### src/rtl/pipe_pkg.sv
// Shared width helper for the pipe_reg_chain slice.
package pipe_pkg;

  function automatic int OCC_W(input int depth);
    return $clog2(depth + 1);
  endfunction

endpackage

### src/rtl/pipe_stage.sv
// One pipeline stage: data register plus valid bit.
// Flush clears only the valid bit, and an invalid source never overwrites the held data.
module pipe_stage
  import pipe_pkg::*;
#(
  parameter int unsigned      WIDTH     = 8,
  parameter logic [WIDTH-1:0] RESET_VAL = '0
) (
  input  logic             clk,
  input  logic             rstn,
  input  logic             adv,
  input  logic             flush,
  input  logic             src_valid,
  input  logic [WIDTH-1:0] src_data,
  output logic             o_valid,
  output logic [WIDTH-1:0] o_data
);

  logic             r_vld;
  logic [WIDTH-1:0] r_dat;

  always_ff @(posedge clk or posedge rstn) begin
    if (rstn) begin
      r_vld <= 1'b0;
      r_dat <= RESET_VAL;
    end else if (flush) begin
      r_vld <= 1'b0;
    end else if (adv) begin
      r_vld <= src_valid;
      if (src_valid) begin
        r_dat <= src_data;
      end
    end
  end

  assign o_valid = r_vld;
  assign o_data  = r_dat;

endmodule

### src/rtl/pipe_reg_chain.sv
// DEPTH-stage valid/ready pipeline register with bubble collapsing and flush; DEPTH cycles in to out.
// Define PIPE_OCC_EN to add the occupancy output and its up/down counter.
module pipe_reg_chain
  import pipe_pkg::*;
#(
  parameter int unsigned      WIDTH     = 8,
  parameter int unsigned      DEPTH     = 2,
  parameter logic [WIDTH-1:0] RESET_VAL = '0
) (
  input  logic             clk,
  input  logic             rstn,
  input  logic             flush,
  input  logic             in_valid,
  output logic             in_ready,
  input  logic [WIDTH-1:0] in_data,
  output logic             out_valid,
  input  logic             out_ready,
  output logic [WIDTH-1:0] out_data
`ifdef PIPE_OCC_EN
  ,
  output logic [OCC_W(DEPTH)-1:0] occupancy
`endif
);

  logic [DEPTH-1:0] w_vld;
  logic [WIDTH-1:0] w_dat [DEPTH];
  logic [DEPTH:0]   w_adv;

  // Empty stages always advance, so items pack toward the output even when stalled.
  always_comb begin
    w_adv        = '0;
    w_adv[DEPTH] = out_ready;
    for (int i = DEPTH - 1; i >= 0; i--) begin
      w_adv[i] = !w_vld[i] || w_adv[i+1];
    end
  end

  for (genvar g = 0; g < DEPTH; g++) begin : g_stage
    logic             w_src_vld;
    logic [WIDTH-1:0] w_src_dat;

    if (g == 0) begin : g_head
      assign w_src_vld = in_valid;
      assign w_src_dat = in_data;
    end else begin : g_body
      assign w_src_vld = w_vld[g-1];
      assign w_src_dat = w_dat[g-1];
    end

    pipe_stage #(
      .WIDTH     (WIDTH),
      .RESET_VAL (RESET_VAL)
    ) u_stage (
      .clk       (clk),
      .rstn      (rstn),
      .adv       (w_adv[g]),
      .flush     (flush),
      .src_valid (w_src_vld),
      .src_data  (w_src_dat),
      .o_valid   (w_vld[g]),
      .o_data    (w_dat[g])
    );
  end

  assign in_ready  = w_adv[0] && !flush;
  assign out_valid = w_vld[DEPTH-1] && !flush;
  assign out_data  = w_dat[DEPTH-1];

`ifdef PIPE_OCC_EN
  localparam int unsigned OW = OCC_W(DEPTH);

  logic [OW-1:0] r_occ;
  logic          w_push;
  logic          w_pop;

  assign w_push = in_valid && in_ready;
  assign w_pop  = out_valid && out_ready;

  always_ff @(posedge clk or posedge rstn) begin
    if (rstn) begin
      r_occ <= '0;
    end else if (flush) begin
      r_occ <= '0;
    end else if (w_push && !w_pop) begin
      r_occ <= r_occ + OW'(1);
    end else if (w_pop && !w_push) begin
      r_occ <= r_occ - OW'(1);
    end
  end

  assign occupancy = r_occ;
`endif

endmodule

### config.mk
export PLATFORM = sky130hd
export DESIGN_NAME = pipe_reg_chain
export DESIGN_NICKNAME = d
export VERILOG_FILES = /design/src/rtl/pipe_pkg.sv /design/src/rtl/pipe_stage.sv /design/src/rtl/pipe_reg_chain.sv
export SDC_FILE = /design/constraint.sdc
export NUM_CORES = 1
export LEC_CHECK = 0
export ABC_AREA = 1
export BUFFER_PORTS_ARGS = -buffer_cell sky130_fd_sc_hd__buf_2
export CAP_MARGIN = 30
export CORE_MARGIN = 1.5
export CORE_UTILIZATION = 48
export DETAILED_ROUTE_END_ITERATION = 12
export PLACE_DENSITY = 0.75
export SETUP_SLACK_MARGIN = 0.1
export SLEW_MARGIN = 10
export SYNTH_ARGS = -nofsm -noshare
export SYNTH_HDL_FRONTEND = slang
export SYNTH_SLANG_ARGS = --single-unit
### constraint.sdc
create_clock -name clk -period 1.7 [get_ports clk]
set_input_delay 0.255 -clock clk [delete_from_list [all_inputs] [get_ports clk]]
set_output_delay 0.255 -clock clk [all_outputs]
set_load 0.005 [all_outputs]
; ---- After elaboration in Yosys (flattened, before gate mapping)
; Index checks and enable logic that the tools add are counted.
[totals]
register_bits = 18
input_bits = 13
[op_classes]
muxes = 4
n_bitwise = 1
n_reduce_logical = 11
[ops]
columns = op, count
row1 = 3-bit AND reduction, 2
row2 = 1-bit two-way mux, 4
row3 = 2-bit nonzero test, 2
row4 = 1-bit logical NOT, 3
row5 = 1-bit logical AND, 2
row6 = 1-bit logical OR, 2
row7 = 1-bit NOT, 1

; ---- Depth between registers and ports, before layout
; Gate-level depths: netlist of run 1.
[logic_depth]
depth_word = 5
ltp_mapped = 5
depth_no_buf = 5

; ---- Hierarchy
; From an unflattened synthesis of run 1, not the netlist that was laid out.
[unflattened]
cells_unflattened = 88
hier_area_um2 = 819.5
[by_module_without_submodules]
columns = module, n_inst, cells_each, area_each_um2, seq_area_each_um2
row1 = pipe_stage, 2, 40, 391.6, 225.2
row2 = pipe_reg_chain, 1, 8, 36.3, 0.0

; ---- Least setup slack after synthesis of run 1
; Ideal clock, no wire load.
[synth_path]
path_type = reg2out
startpoint = register g_stage[1].u_stage.r_vld
endpoint = output in_ready
t_arrival_ns = 0.729
path_slack_ns = 0.716
stages_incl_launch_ff = 5
path_buffers = 1
path_cell_list = dfrtp_1 > nand3_2 > buf_6 > nand2_1 > inv_2
[synth_via]
elab_chain_len = 4
[synth_rtl]
columns = element, line
row1 = "start, declared", pipe_stage.sv:19  ; logic r_vld;
row2 = "start signal, assigned", pipe_stage.sv:29  ; r_vld <= src_valid;
row3 = 1-bit logical NOT, pipe_reg_chain.sv:34  ; w_adv[i] = !w_vld[i] || w_adv[i+1];
row4 = 1-bit logical OR (2 in series), pipe_reg_chain.sv:34
row5 = 1-bit logical AND, pipe_reg_chain.sv:65  ; assign in_ready = w_adv[0] && !flush;
row6 = "end, declared", pipe_reg_chain.sv:14  ; output logic in_ready,
; Every way passes these cells.

; ---- Worst setup path in the final report of run 1
; Ends and elaborated chain as after synthesis.

==> results of run 1 <==
## worst max-delay path by stage
stage	end	slack (ns)	depth (start not counted)
CTS	in_ready	0.20	4
global placement	in_ready	0.52	6
floorplan	in_ready	0.72	4
global route	in_ready	0.13	4
detailed placement	in_ready	0.49	6
finish	in_ready	0.20	4
## worst reg2reg max path, stage by stage (launching register included)
cell and delay, ns:
dfrtp_1 0.41, nand3_2 0.25, nand2_4 0.18, nand2_1 0.07, nand2_1 0.06
## logic make-up (layout without fill, tap and decap cells)
kind of cell / after synthesis / after routing / share of synthesized area
compound gates: 2 / 2 / 0.0172
buf+inv: 9 / 33 / 0.0610
flops: 18 / 18 / 0.563
simple gates: 56 / 56 / 0.358
## cell usage after synthesis, drive strengths merged
master,count
nor2,3
buf,2
a21oi,2
nand3,17
nand2,36
dfrtp,18
inv,7
## metrics by stage
stage | hold WS (ns) | instances
after floorplan | 0.194 | 85
after global placement | 0.367 | 121
after detailed placement | 0.379 | 121
after CTS | 0.0586 | 125
after global routing | 0.118 | 125
final | 0.0326 | 125
## per-layer routing
metal	wire, microns	vias to the layer above
met5	0	-
li1	-	315
met4	27	0
met2	648	26
met1	588	273
met3	84	5
## registers in the layout (all words and copies together), names as in the netlist
name,cells
g_stage.u_stage.o_valid,2
g_stage.u_stage.o_data,16
## cell usage in the layout, fill, tap and decap left out
| master | n |
|---|---|
| nand2_1 | 33 |
| a21oi_2 | 1 |
| inv_1 | 5 |
| inv_2 | 2 |
| nand3_2 | 1 |
| nor2_8 | 2 |
| clkbuf_4 | 3 |
| nand3_1 | 16 |
| nor2_1 | 1 |
| dfrtp_1 | 18 |
| a21oi_1 | 1 |
| nand2_4 | 2 |
| nand2_2 | 1 |
| clkbuf_8 | 1 |
| buf_2 | 22 |
## area by class of cell
class	count	area (sq um)	share of cell area
Clock buffer	4	36.3	0.0385
Timing Repair Buffer	22	110	0.117
Inverter	7	26.3	0.0279
Sequential cell	18	450	0.477
Tap cell	16	20.0	0.0212
Multi-Input combinational cell	58	300	0.318
## power groups by stage
stage / Sequential (mW) / Clock [mW] / Combinational (mW)
6_report: 0.529 / 0.257 / 0.162
5_1_grt: 0.539 / 0.276 / 0.186
4_1_cts: 0.530 / 0.265 / 0.165
3_5_place_dp: 0.538 / 0 / 0.164
3_3_place_gp: 0.533 / 0 / 0.161
2_1_floorplan: 0.538 / 0 / 0.0930
==> run_results.csv, run 1 <==
group,metric,value,unit
clock_tree,clock_latency,0.29,ns
power_and_ir_drop,p_leak,0.553,nW
clock_tree,clk_pin_slew,0.10,ns
setup_path,start_kind,"flop",
route,drt_iter0_drc,9,
floorplanning,start_util,0.525,
floorplanning,pin_count,23,
route,vias,619,
layout,n_fill_cell,149,
placed_design,place_congestion,0.789,
power_and_ir_drop,p_per_area,1000,mW/mm^2
clock_tree,postCtsHoldBufs,0,
power_and_ir_drop,p_clk_frac,0.271,
setup_path,cp-end-kind,"output port",
power_and_ir_drop,peakVddDrop,0.568,mV
setup_path,crit_chain,"nand3_2 > nand2_1 > inv_2 > buf_2",
global_routing,grt_use_total,0.168,
clock_tree,cts-root-buf,"clkbuf_4",
clock_tree,cts_resized,0,
route,viasPerCell,4.95,
clock_tree,clockBufferDepth,2,
setup_path,worstSetupPathType,"flop to output port",
floorplanning,rows,14,
route,dr.pass1.iters,4,
global_routing,grt_pass1_vias,565,
sta,slew_headroom,0.568,
clock_tree,cts_buffers,3,
global_routing,grt_pass1_wl,2370,microns
yosys,syn_nets,98,
layout,drive_above_1_share,0.321,
global_routing,grt_antenna_before_repair,0,
sta,tns,0,ns
yosys,yosysSeqAreaShare,0.563,
global_routing,grt_remaining_overflow,0,
yosys,ys_ff_latch,18,
sta,finalHoldViolations,0,
global_routing,global_route.usage.met1,0.220,
power_and_ir_drop,power_frac_comb,0.171,
yosys,yosys.area.top_type,"dfrtp_1",
setup_path,path_buf_inv,2,
floorplanning,die_x,43.8,microns
floorplanning,die_area,0.00192,sq mm
route,drc,0,
sta,fin_crit_sh,0.880,
yosys,syn_area,800,sq um
yosys,synth_cell_types,13,
yosys,synth_top_cells_by_area,"dfrtp_1 56%, nand2_1 15%, nand3_1 10%",
yosys,yosys_warnings,0,
sta,slew_viol_final,0,
setup_path,cp_slowest_stage_delay,0.41,ns
placed_design,place_ws,0.490,ns
run,drv_cap,0,
setup_path,crit_family,"flip-flops",
power_and_ir_drop,p_int,0.698,mW
sta,finalSetupViolCount,0,
layout,diodes,0,
power_and_ir_drop,seqPwrFrac,0.558,
global_routing,grt_util_met2,0.265,
placed_design,place_hpwl,1000,microns
clock_tree,cts_tree,"done",
setup_path,crit_slowest_cell,"dfrtp_1",
clock_tree,htreeDepth,1,
power_and_ir_drop,power.switching,0.249,mW
setup_path,crit_start,"g_stage[1].u_stage.o_valid",
sta,skew,0.00356,ns
sta,tightest_slew,0.648,ns
global_routing,grt_max_degree,19,
yosys,avgSynthCellArea,9.41,sq um
clock_tree,cts_sinks,18,
setup_path,critical_path_arrival,1.24,ns
clock_tree,post_cts_buffers,0,
layout,final_nets,123,
layout,final_core_util,0.619,
yosys,synth_top_cell_area_share,0.563,
sta,layout_setup_ws,0.204,ns
placed_design,io_buffer_count,22,
layout,final_area,943,sq um
route,wirelength,1350,microns
setup_path,r2r_end,"g_stage[0].u_stage.o_data[4]",
floorplanning,die_y,43.8,microns
route,final_antenna_net_count,0,
placed_design,dpl_cell_area,907,sq um
route,wl_per_cell,10.8,microns
setup_path,required,1.44,ns
setup_path,reg2reg_depth,4,
sta,grt_setup_unrepaired,"no",
power_and_ir_drop,p_total,0.947,mW
setup_path,timing.rr.start,"g_stage[1].u_stage.o_valid",
worst_hold_path,hold_path.class,"primary input to async pin",
layout,area_growth,18.0,%
setup_path,r2r_setup_slack,0.67,ns
global_routing,grt.busiest_layer,"met2",
global_routing,use_met3,0.0250,
yosys,synthCells,85,
setup_path,crit_path_max_fanout,11,
status,status,"finished, final reports clean",
sta,max_freq,0.668,GHz
power_and_ir_drop,switching_share,0.263,
sta,period_needed,1.50,ns
floorplanning,core,0.00152,sq mm
Power figures use the tool's default switching activity.
==> run 2, diff against run 1 <==
--- a/config.mk
+++ b/config.mk
@@ -11,6 +11,7 @@
 export CORE_MARGIN = 1.5
 export CORE_UTILIZATION = 48
 export DETAILED_ROUTE_END_ITERATION = 12
+export GPL_TIMING_DRIVEN = 0
 export PLACE_DENSITY = 0.75
 export SETUP_SLACK_MARGIN = 0.1
 export SLEW_MARGIN = 10
==> run 2 against run 1 <==
  * Power is 0.46% higher
  * Critical path type unchanged
  * Critical path depth is 1 higher
  * Die area stayed put
  * Design area is 1.9% higher
  * Core utilization is 1.1 points higher
  * Combinational power hardly changed
  * Wire length is 3.0% lower
  * Sequential power hardly changed
  * Clock power is 2% higher
  * Register-to-register slack better by 0.03 ns
  * Sequential cell count stayed put
==> run_results.csv, run 2 (synthesis gave the netlist of run 1 again) <==
group,metric,value,unit
power_and_ir_drop,peakVddDrop,0.463,mV
setup_path,cp-end-kind,"output port",
setup_path,start_kind,"flop",
power_and_ir_drop,p_clk_frac,0.275,
clock_tree,postCtsHoldBufs,0,
route,drt_iter0_drc,12,
setup_path,reg2reg_depth,5,
clock_tree,cts_buffers,3,
layout,n_fill_cell,146,
sta,finalSetupViolCount,0,
sta,fin_crit_sh,0.876,
sta,slew_viol_final,0,
sta,tightest_slew,0.650,ns
setup_path,path_buf_inv,3,
layout,diodes,0,
layout,layout_commonest_cell,"nand2_1",
sta,max_freq,0.672,GHz
route,wirelength,1310,microns
placed_design,place_congestion,0.758,
setup_path,crit_chain,"nand3_2 > buf_6 > nand2_1 > inv_2 > buf_2",
layout,drive_above_1_share,0.327,
global_routing,grt_pass1_wl,2300,microns
sta,period_needed,1.49,ns
sta,grt_setup_unrepaired,"no",
layout,layout_common_cells,"33 x nand2_1, 21 x buf_2, 18 x dfrtp_1",
clock_tree,cts_sinks,18,
sta,finalHoldViolations,0,
clock_tree,clock_latency,0.30,ns
global_routing,grt_use_total,0.167,
floorplanning,die_area,0.00192,sq mm
sta,tns,0,ns
clock_tree,cts_resized,0,
global_routing,grt_pass1_vias,547,
placed_design,io_buffer_count,21,
clock_tree,post_cts_buffers,0,
setup_path,cp_slowest_stage_delay,0.42,ns
layout,final_core_util,0.631,
route,vias,625,
floorplanning,pin_count,23,
sta,slew_headroom,0.566,
sta,skew,0.0114,ns
route,drc,0,
route,wl_per_cell,10.4,microns
setup_path,cp.depth,5,
setup_path,critical_path_arrival,1.23,ns
floorplanning,start_util,0.525,
power_and_ir_drop,p_leak,0.561,nW
layout,final_nets,124,
clock_tree,clk_pin_slew,0.11,ns
clock_tree,cts-root-buf,"clkbuf_4",
global_routing,grt_antenna_before_repair,0,
setup_path,required,1.44,ns
route,viasPerCell,4.96,
setup_path,crit_slowest_cell,"dfrtp_1",
power_and_ir_drop,p_int,0.700,mW
worst_hold_path,hold_path.class,"primary input to async pin",
clock_tree,clockBufferDepth,2,
clock_tree,htreeDepth,1,
status,status,"finished, final reports clean",
floorplanning,rows,14,
route,final_antenna_net_count,0,
floorplanning,die_y,43.8,microns
layout,area_growth,20.2,%
power_and_ir_drop,switching_share,0.264,
run,drv_cap,0,
floorplanning,die_x,43.8,microns
route,dr.pass1.iters,4,
power_and_ir_drop,p_per_area,990,mW/mm^2
layout,largest_reg_flops,16,
floorplanning,core,0.00152,sq mm
power_and_ir_drop,power.switching,0.252,mW
power_and_ir_drop,power_frac_comb,0.171,
clock_tree,cts_tree,"done",
setup_path,crit_family,"flip-flops",
global_routing,grt_max_degree,19,
setup_path,crit_path_max_fanout,10,
global_routing,grt_remaining_overflow,0,
power_and_ir_drop,seqPwrFrac,0.554,
setup_path,worstSetupPathType,"flop to output port",
power_and_ir_drop,p_total,0.952,mW
[run 2: cell count changes in the layout (fill, tap and decap cells not counted), sizes merged]
cell | before | now
buf | 22 | 23
[run 2: layer usage]
layer,vias to the layer above,track usage,share of wire
met5,-,0,0
met1,277,0.224,0.47
met2,22,0.256,0.46
li1,322,-,-
met4,0,0.0788,0.013
met3,4,0.0375,0.059
[run 2: power by group through the flow]
stage          registers (mW)  logic, mW  clock network (mW)
6_report                0.527      0.163               0.262
5_1_grt                 0.537      0.186               0.292
4_1_cts                 0.528      0.166               0.265
3_5_place_dp            0.536      0.166                   0
3_3_place_gp            0.533      0.163                   0
2_1_floorplan           0.538     0.0930                   0
[run 2: metrics by stage]
stage / std cells / area, sq um / hold WS, ns / setup WS [ns]
after floorplan: 85 / 800 / 0.194 / 0.716
after global placement: 122 / 925 / 0.365 / 0.549
after detailed placement: 122 / 925 / 0.375 / 0.529
after CTS: 126 / 961 / 0.0516 / 0.218
after global routing: 126 / 961 / 0.0779 / 0.160
final: 126 / 961 / 0.0267 / 0.211
[run 2: worst paths after layout]
check                                              from                           end  slack [ns]
hold / removal                                     rstn  g_stage[1].u_stage.o_data[4]        0.03
max in group asynchronous                          rstn  g_stage[1].u_stage.o_data[3]        1.25
min in group clk                                  flush    g_stage[0].u_stage.o_valid        0.16
setup / recovery             g_stage[1].u_stage.o_valid                      in_ready        0.21
setup reg to reg             g_stage[0].u_stage.o_valid  g_stage[1].u_stage.o_data[1]        0.70
hold reg to reg            g_stage[1].u_stage.o_data[0]  g_stage[1].u_stage.o_data[0]        0.47
[run 2: cell type report]
class,count,area (sq um),area share
Clock buffer,4,36.3,0.0378
Multi-Input combinational cell,58,300,0.312
Buffer,2,22.5,0.0234
Sequential cell,18,450,0.469
Tap cell,16,20.0,0.0208
Inverter,7,26.3,0.0273
Timing Repair Buffer,21,105,0.109
==> run 3, diff against run 2 <==
--- a/config.mk
+++ b/config.mk
@@ -6,8 +6,8 @@
 export NUM_CORES = 1
 export LEC_CHECK = 0
 export ABC_AREA = 1
-export BUFFER_PORTS_ARGS = -buffer_cell sky130_fd_sc_hd__buf_2
-export CAP_MARGIN = 30
+export BUFFER_PORTS_ARGS = -buffer_cell sky130_fd_sc_hd__clkbuf_2
+export CAP_MARGIN = 10
 export CORE_MARGIN = 1.5
 export CORE_UTILIZATION = 48
 export DETAILED_ROUTE_END_ITERATION = 12
==> run 3 against run 2 <==
  * Design area did not move
  * Clock power shrank 2%
  * Clock skew is 0.0079 ns lower
  * Register-to-register slack better by 0.02 ns
  * Final cell count is the same
==> run_results.csv, run 3 (synthesis gave the netlist of run 1 again) <==
group,metric,value,unit
status,status,"finished, final reports clean",
floorplanning,die_y,43.8,microns
clock_tree,clk_pin_slew,0.10,ns
route,viasPerCell,4.83,
layout,final_nets,124,
global_routing,grt_pass1_wl,2380,microns
placed_design,place_hpwl,984,microns
clock_tree,cts_tree,"done",
sta,period_needed,1.44,ns
floorplanning,die_area,0.00192,sq mm
floorplanning,core,0.00152,sq mm
sta,slew_viol_final,0,
sta,tns,0,ns
route,final_antenna_net_count,0,
sta,tightest_slew,0.653,ns
setup_path,critical_path_arrival,1.19,ns
global_routing,grt_pass1_vias,547,
setup_path,reg2reg_depth,5,
route,drt_iter0_drc,14,
sta,slew_headroom,0.564,
power_and_ir_drop,p_leak,0.560,nW
setup_path,cp_slowest_stage_delay,0.41,ns
sta,timing.hold.ws,0.0201,ns
run,drv_cap,0,
clock_tree,postCtsHoldBufs,0,
route,dr.pass1.iters,4,
clock_tree,cts-root-buf,"clkbuf_4",
clock_tree,clockBufferDepth,2,
setup_path,r2r_setup_slack,0.72,ns
global_routing,grt_remaining_overflow,0,
sta,grt_setup_unrepaired,"no",
floorplanning,rows,14,
route,wl_per_cell,10.5,microns
setup_path,crit_chain,"nand3_2 > buf_6 > nand2_1 > inv_2 > clkbuf_2",
setup_path,r2r_end,"g_stage[1].u_stage.o_data[1]",
setup_path,crit_path_max_fanout,10,
clock_tree,htreeDepth,1,
global_routing,grt_use_total,0.172,
setup_path,start_kind,"flop",
setup_path,timing.rr.start,"g_stage[0].u_stage.o_valid",
layout,drive_above_1_share,0.327,
global_routing,grt_antenna_before_repair,0,
floorplanning,pin_count,23,
sta,max_freq,0.694,GHz
layout,area_growth,20.2,%
sta,finalHoldViolations,0,
layout,layout_common_cells,"33 x nand2_1, 21 x clkbuf_2, 18 x dfrtp_1",
power_and_ir_drop,peakVddDrop,0.559,mV
clock_tree,post_cts_buffers,0,
sta,skew,0.00359,ns
layout,largest_reg_flops,16,
setup_path,crit_slowest_cell,"dfrtp_1",
floorplanning,die_x,43.8,microns
layout,final_core_util,0.631,
clock_tree,cts_buffers,3,
placed_design,place_congestion,0.785,
sta,finalSetupViolCount,0,
sta,fin_crit_sh,0.848,
layout,diodes,0,
worst_hold_path,hold_path.class,"primary input to async pin",
route,vias,608,
layout,n_fill_cell,154,
route,wirelength,1320,microns
clock_tree,cts_resized,0,
clock_tree,cts_sinks,18,
route,drc,0,
placed_design,io_buffer_count,21,
power_and_ir_drop,p_per_area,989,mW/mm^2
floorplanning,start_util,0.525,
global_routing,grt_max_degree,19,
setup_path,cp-end-kind,"output port",
setup_path,worstSetupPathType,"flop to output port",
clock_tree,clock_latency,0.28,ns
layout,layout_commonest_cell,"nand2_1",
setup_path,required,1.44,ns
## run 3: cell types whose count changed in the layout (fill, tap and decap cells not counted), sizes merged
cell,previous run,this run
buf,23,2
clkbuf,4,25
## run 3: area by class of cell
cell class / instances / area [sq um] / share of cell area
buffer: 2 / 22.5 / 0.0234
multi-input combinational: 58 / 300 / 0.312
sequential: 18 / 450 / 0.469
timing repair buffer: 21 / 105 / 0.109
tap: 16 / 20.0 / 0.0208
clock buffer: 4 / 36.3 / 0.0378
inverter: 7 / 26.3 / 0.0273
## run 3: through the flow
stage          power [mW]  area [sq um]  std cells  setup slack [ns]
6_report            0.950           961        126             0.259
4_1_cts             0.958           961        126             0.247
3_3_place_gp        0.697           925        122             0.580
2_1_floorplan       0.631           800         85             0.716
3_5_place_dp        0.705           925        122             0.556
5_1_grt              1.01           961        126             0.193
## run 3: power by group
group          leakage (nW)  internal [mW]  total (mW)  switching [mW]
clock                0.0210          0.130       0.258           0.128
sequential            0.228          0.495       0.530          0.0349
combinational         0.311         0.0748       0.162          0.0875
total                 0.560          0.700       0.950           0.251
## run 3: worst max path at each step
stage	from	end	slack, ns
after floorplan	g_stage[1].u_stage.o_valid	in_ready	0.72
after global placement	out_ready	in_ready	0.58
after detailed placement	out_ready	in_ready	0.56
after CTS	g_stage[1].u_stage.o_valid	in_ready	0.25
after global routing	g_stage[1].u_stage.o_valid	in_ready	0.19
final	g_stage[1].u_stage.o_valid	in_ready	0.26
## run 3: worst max-delay path: cells and delay by family (launching register included)
| kind | cells | cell delay (ns) |
|---|---|---|
| flip-flops | 1 | 0.41 |
| AND/OR/NAND/NOR | 2 | 0.21 |
| buffers and inverters | 3 | 0.29 |
## run 3: routing by layer
metal | part of all wire | track usage | vias up
li1 | - | - | 318
met1 | 0.45 | 0.229 | 272
met2 | 0.49 | 0.271 | 16
met3 | 0.049 | 0.0375 | 2
met4 | 0.0098 | 0.0727 | 0
met5 | 0 | 0 | -
